<file path="src/rtl/am_demod.sv">
// AM envelope demodulator: quadrature NCO mixer, per-arm 3-stage CIC decimator,
// alpha-max/beta-min magnitude estimate updated once per decimated sample.

module am_demod_cic #(
  parameter int IN_W   = 17,
  parameter int DEC_LG = 4
) (
  input  logic                   clk,
  input  logic                   rst,
  input  logic                   i_stb,
  input  logic signed [IN_W-1:0] i_x,
  output logic signed [IN_W-1:0] o_y
);
  localparam int W = IN_W + 3 * DEC_LG;

  logic [2:0][W-1:0] r_int, r_dly;
  logic [W-1:0]      w_c1, w_c2, w_c3;
  logic signed [W-1:0] w_cs;

  // Integrators wrap freely; the combs recover the exact result modulo 2^W.
  always_ff @(posedge clk) begin
    if (rst) begin
      r_int <= '0;
      r_dly <= '0;
    end else begin
      r_int[0] <= r_int[0] + W'(i_x);
      r_int[1] <= r_int[1] + r_int[0];
      r_int[2] <= r_int[2] + r_int[1];
      if (i_stb) begin
        r_dly[0] <= r_int[2];
        r_dly[1] <= w_c1;
        r_dly[2] <= w_c2;
      end
    end
  end

  assign w_c1 = r_int[2] - r_dly[0];
  assign w_c2 = w_c1 - r_dly[1];
  assign w_c3 = w_c2 - r_dly[2];
  assign w_cs = w_c3;
  assign o_y  = IN_W'(w_cs >>> (3 * DEC_LG));
endmodule

module am_demod #(
  parameter int          ADC_W   = 14,
  parameter int          OUT_W   = 18,
  parameter logic [31:0] PHI_INC = 32'd343597384,
  parameter int          DEC     = 16
) (
  input  logic                    clk,
  input  logic                    rst,
  input  logic signed [ADC_W-1:0] adc_data,
  output logic signed [OUT_W-1:0] demod_out,
  output logic                    demod_clk
);
  localparam int NCO_W  = 16;
  localparam int PW     = ADC_W + NCO_W;
  localparam int MIX_SH = ADC_W - 1;
  localparam int MIX_W  = PW - MIX_SH;
  localparam int DEC_LG = $clog2(DEC);
  localparam int SUM_W  = ((OUT_W > MIX_W + 1) ? OUT_W : MIX_W + 1) + 2;
  localparam logic signed [PW-1:0] MIX_MAX = PW'(2 ** (NCO_W - 1) - 1);
  localparam logic [SUM_W-1:0]     OUT_MAX = SUM_W'(2 ** (OUT_W - 1) - 1);

  // round(32767*sin(pi/2*k/256)) via a Q30 Horner-form Taylor series.
  function automatic logic [NCO_W-1:0] sin_q(input int k);
    longint x, x2, t;
    x  = (64'sd3373259426 * longint'(k)) / 512;
    x2 = (x * x) >>> 30;
    t  = 64'sd1 <<< 30;
    for (int n = 15; n >= 3; n -= 2)
      t = (64'sd1 <<< 30) - ((x2 * t) >>> 30) / longint'(n * (n - 1));
    return NCO_W'((32767 * ((x * t) >>> 30) + (64'sd1 <<< 29)) >>> 30);
  endfunction

  logic [31:0]                   r_ph;
  logic [1:0][NCO_W-1:0]         r_nco;   // [0] sin, [1] cos
  logic signed [ADC_W-1:0]       r_adc;
  logic [1:0][MIX_W-1:0]         r_mix;   // [0] I, [1] Q
  logic [DEC_LG-1:0]             r_cnt;
  logic                          r_dclk;
  logic signed [OUT_W-1:0]       r_out;

  logic [NCO_W-1:0]              w_rom [256];
  logic [1:0][9:0]               w_addr;
  logic [1:0][NCO_W-1:0]         w_wave;
  logic [1:0][MIX_W-1:0]         w_mix_d, w_y;
  logic [1:0][MIX_W:0]           w_abs;
  logic [MIX_W:0]                w_max, w_min;
  logic [SUM_W-1:0]              w_sum;
  logic [OUT_W-1:0]              w_mag;
  logic [DEC_LG-1:0]             w_cnt_nxt;
  logic                          w_stb;

  for (genvar k = 0; k < 256; k++) begin : g_rom
    localparam logic [NCO_W-1:0] V = sin_q(k);
    assign w_rom[k] = V;
  end

  assign w_addr[0] = r_ph[31:22];
  assign w_addr[1] = r_ph[31:22] + 10'd256;

  // Quarter-wave symmetry: mirror the index in odd quadrants, negate in the lower half.
  for (genvar g = 0; g < 2; g++) begin : g_nco
    logic [7:0]       w_idx, w_mir;
    logic [NCO_W-1:0] w_amp;
    assign w_idx     = w_addr[g][7:0];
    assign w_mir     = w_addr[g][8] ? (~w_idx + 8'd1) : w_idx;
    assign w_amp     = (w_addr[g][8] && w_idx == 8'd0) ? NCO_W'(32767) : w_rom[w_mir];
    assign w_wave[g] = w_addr[g][9] ? -w_amp : w_amp;
  end

  for (genvar g = 0; g < 2; g++) begin : g_arm
    logic signed [PW-1:0] w_prod, w_sh;
    logic signed [MIX_W:0] w_ext;
    assign w_prod     = PW'(r_adc) * PW'($signed(r_nco[1-g]));
    assign w_sh       = ((g == 0) ? w_prod : -w_prod) >>> MIX_SH;
    assign w_mix_d[g] = (w_sh > MIX_MAX) ? MIX_W'(MIX_MAX) : w_sh[MIX_W-1:0];

    am_demod_cic #(.IN_W(MIX_W), .DEC_LG(DEC_LG)) u_cic (
      .clk  (clk),
      .rst  (rst),
      .i_stb(w_stb),
      .i_x  (r_mix[g]),
      .o_y  (w_y[g])
    );

    assign w_ext    = {w_y[g][MIX_W-1], w_y[g]};
    assign w_abs[g] = w_ext[MIX_W] ? -w_ext : w_ext;
  end

  assign w_max = (w_abs[0] >= w_abs[1]) ? w_abs[0] : w_abs[1];
  assign w_min = (w_abs[0] >= w_abs[1]) ? w_abs[1] : w_abs[0];
  assign w_sum = SUM_W'(w_max) + SUM_W'(w_min >> 2) + SUM_W'(w_min >> 3);
  assign w_mag = (w_sum > OUT_MAX) ? OUT_MAX[OUT_W-1:0] : w_sum[OUT_W-1:0];

  assign w_cnt_nxt = r_cnt + DEC_LG'(1);
  assign w_stb     = (r_cnt == DEC_LG'(DEC - 1));

  always_ff @(posedge clk) begin
    if (rst) begin
      r_ph   <= '0;
      r_nco  <= '0;
      r_adc  <= '0;
      r_mix  <= '0;
      r_cnt  <= '0;
      r_dclk <= 1'b1;
      r_out  <= '0;
    end else begin
      r_ph   <= r_ph + PHI_INC;
      r_nco  <= w_wave;
      r_adc  <= adc_data;
      r_mix  <= w_mix_d;
      r_cnt  <= w_cnt_nxt;
      r_dclk <= (w_cnt_nxt < DEC_LG'(DEC / 2));
      if (w_stb) r_out <= w_mag;
    end
  end

  assign demod_out = r_out;
  assign demod_clk = r_dclk;
endmodule

</file>
<file path="config.mk">
export PLATFORM = sky130hd
export DESIGN_NAME = am_demod
export DESIGN_NICKNAME = d
export VERILOG_FILES = /design/src/rtl/am_demod.sv
export SDC_FILE = /design/constraint.sdc
export NUM_CORES = 2
export LEC_CHECK = 0
export CAP_MARGIN = 20
export CORE_AREA = 2 2 312 314
export DETAILED_ROUTE_END_ITERATION = 12
export DIE_AREA = 0 0 314 316
export PLACE_DENSITY = 0.76
export SKIP_LAST_GASP = 1
export SLEW_MARGIN = 25
export SYNTH_ARGS = -nofsm -noshare
export SYNTH_HDL_FRONTEND = slang
export SYNTH_SLANG_ARGS = --single-unit
</file>
<file path="constraint.sdc">
create_clock -name clk -period 16.38 [get_ports clk]
set_input_delay 2.457 -clock clk [delete_from_list [all_inputs] [get_ports clk]]
set_output_delay 2.457 -clock clk [all_outputs]
set_load 0.01 [all_outputs]
</file>
==> flow_metrics.py <==
metrics = {
    "floorplan": {
        "row_count": 114,
        "ios": 35,
        "chipHeight_um": 316,
        "initial_core_util_pct": 59.4,
        "die_x_um": 314,
        "dieArea_um2": 99200,
        "coreArea_um2": 96000,
    },
    "yosys": {
        "syn_inst": 7363,
        "synth_area_um2": 57100,
        "ys_seq_area_share_pct": 16.8,
        "ys_seq_elements": 480,
        "synth_top_cell_by_area": "dfxtp_1",
        "syn_nets": 8410,
        "yosys_warnings": 0,
        "synth_edf_count": 0,
        "avgSynthCellArea_um2": 7.75,
        "async_flop_share_pct": 0,
        "synth_area_leaders": "dfxtp_1, fa_1, ha_1, nand2_1, a21oi_1",
        "synth_flop_cell": "dfxtp_1",
        "netlist.area_leader.share_pct": 16.8,
        "synth_cell_types": 99,
    },
    "global_route": {
        "grt_pass1_vias": 50100,
        "grt_overflow": 0,
        "grt_start_max_net_pins": 223,
        "grt_pass1_wl_um": 253000,
        "antenna_found_initial": 0,
        "track_usage_pct": 30.7,
    },
    "layout": {
        "nets": 8204,
        "n_antenna_cell": 0,
        "drive_gt1_share_pct": 3.79,
        "syn_to_final_growth_pct": 5.64,
    },
    "drt": {
        "highest_layer": "met4",
        "drc": 0,
        "routed_wl_um": 154000,
        "met2_length_um": 72700,
        "wl_met1_um": 63600,
        "wl_per_cell_um": 18.2,
        "routed-wl-met3_um": 10300,
        "first_pass_iters": 9,
        "drt-vias-per-instance": 6.04,
        "vias": 51200,
        "drt_iter0_drc": 4289,
        "ant_nets": 0,
    },
    "timing": {
        "period_minus_slack_ns": 14.75,
        "hold_violations": 0,
        "maxSlewViolCount": 0,
        "rsz0062_at_grt": "no",
        "period_share_pct": 90.1,
        "relSlewSlack_pct": 22.5,
        "max_freq_ghz": 0.0678,
        "finalClockSkew_ns": 0.0323,
        "setup_viol": 0,
        "tns_ns": 0,
        "worst_pin_slew_ns": 1.16,
    },
    "worst_setup_path": {
        "reg2reg_to": "demod_out[1]$_SDFFE_PP0N_",
        "r2r_slack_ns": 1.63,
        "cp.arrival_ns": 15.30,
        "r2r-start": "g_arm[1].u_cic.r_dly[1]$_SDFFE_PP0N_",
        "crit_path_frequent_cell": "a21oi_1",
        "cp_num_buf_inv": 4,
        "crit_family": "compound AO/OA/AOI/OAI gates",
        "critPathLaunchType": "flop",
        "end_kind": "flop",
        "cp_max_fo": 22,
        "r2r_cells": 70,
        "slowest_stage": "a311oi_1",
        "slowest_delay_ns": 0.53,
        "cp.required_ns": 16.93,
        "worst-setup-path-type": "reg -> reg",
    },
    "cts": {
        "clock-sinks": 480,
        "root_buffer": "clkbuf_16",
        "clock_path_buffers": 3,
        "htreeDepth": 2,
        "clk_latency_ns": 0.67,
        "cts_made_buffers": 56,
        "cts_tree": "yes",
        "hold_buffers": 0,
        "clk_pin_slew_ns": 0.06,
    },
    "hold_path": {
        "hold_class": "reg -> reg",
        "hold_path_depth": 2,
        "min_to": "g_arm[0].u_cic.r_dly[66]$_SDFFE_PP0N_",
        "worstHoldStart": "g_arm[0].u_cic.r_dly[66]$_SDFFE_PP0N_",
    },
    "place": {
        "gp_congestion": 1.00,
        "numPortBuffers": 34,
        "dp_hpwl_um": 111000,
    },
    "outcome": {
        "status": "finished clean",
    },
    "job": {
        "maxCapViolCount": 0,
    },
}
## registers in the layout (all words and copies together) (netlist names)
signal,flops
r_mix,34
r_adc,14
r_cnt,4
r_ph,29
g_arm.u_cic.r_int,174
r_nco,32
g_arm.u_cic.r_dly,174
demod_clk,1
demod_out,18
## kinds of logic after synthesis
family,synth area share (%)
AND/OR/NAND/NOR,19.3
AO/OA/AOI/OAI,20.8
buffers and inverters,7.72
adder cells (fa/ha/maj),28.6
flip-flops,16.8
XOR/XNOR,5.66
multiplexers,1.02
other,0.0132
## synthesized netlist by cell type (all sizes together) (29+ instances only)
cell / number
nand3: 121
a311oi: 29
nor3: 164
fa: 457
buf: 77
xor2: 121
o21bai: 36
o31ai: 32
a21boi: 54
xnor2: 235
ha: 574
dfxtp: 480
mux2i: 29
a21o: 95
and2: 261
a211oi: 91
a21oi: 632
o21ai: 458
nand2b: 64
nor2: 566
a31oi: 68
and3: 42
o22ai: 44
nand2: 888
clkbuf: 303
inv: 773
o211ai: 82
o21a: 55
nor2b: 90
or3: 40
## cell usage in the layout, fill, tap and decap left out, types with 164 or more instances in the layout
| master | instances |
|---|---|
| o21ai_0 | 447 |
| nor3_1 | 164 |
| xnor2_1 | 232 |
| a21oi_1 | 630 |
| inv_1 | 769 |
| nor2_1 | 564 |
| and2_1 | 259 |
| dfxtp_1 | 477 |
| fa_1 | 457 |
| ha_1 | 574 |
| nand2_1 | 887 |
## worst min-delay path, stage by stage (launching register included)
cell	delay (ns)
dfxtp_1	0.31
nand2_1	0.05
a21oi_1	0.05
## worst max-delay path by stage
stage	start	end	depth (start not counted)
finish	g_arm[1].u_cic.r_dly[1]$_SDFFE_PP0N_	demod_out[1]$_SDFFE_PP0N_	70
global placement	g_arm[1].u_cic.r_dly[1]$_SDFFE_PP0N_	demod_out[15]$_SDFFE_PP0N_	70
detailed placement	g_arm[1].u_cic.r_dly[1]$_SDFFE_PP0N_	demod_out[7]$_SDFFE_PP0N_	70
global route	g_arm[1].u_cic.r_dly[1]$_SDFFE_PP0N_	demod_out[2]$_SDFFE_PP0N_	70
floorplan	g_arm[1].u_cic.r_dly[1]$_SDFFE_PP0N_	demod_out[10]$_SDFFE_PP0N_	73
CTS	g_arm[1].u_cic.r_dly[1]$_SDFFE_PP0N_	demod_out[1]$_SDFFE_PP0N_	70
## routing by layer
layer / vias up / global-route usage [%]
met5: - / 0
met4: 0 / 14.3
met3: 493 / 4.63
met2: 1844 / 52.7
met1: 24200 / 38.1
li1: 24600 / -
## what timing repair did
action,in CTS,in global routing
resized for setup,0,1
setup endpoints to repair,0,17
buffers inserted,0,2
## metrics by stage
| step | std cells | hold slack (ns) | area, um^2 | setup WS [ns] | util, % |
|---|---|---|---|---|---|
| after CTS | 8474 | 0.454 | 60300 | 1.21 | 62.8 |
| final | 8476 | 0.452 | 60300 | 1.63 | 62.8 |
| after global placement | 8373 | 0.436 | 58300 | 1.59 | 60.7 |
| after detailed placement | 8373 | 0.446 | 58300 | 1.30 | 60.7 |
| after global routing | 8476 | 0.466 | 60300 | 0.155 | 62.8 |
| after floorplan | 7363 | 0.418 | 57100 | 2.80 | - |
## area by class of cell
type / instances / area [um^2]
clock buffer: 76 / 1610
clock inverter: 25 / 365
tap: 1276 / 1600
multi-input combinational: 5723 / 43200
fill: 8392 / 35700
timing repair buffer: 116 / 986
inverter: 780 / 2930
sequential: 480 / 9610
Power is left out: the tool's default activity adds up to more than one toggle a clock period on the data nets, which glitch-free logic cannot reach.
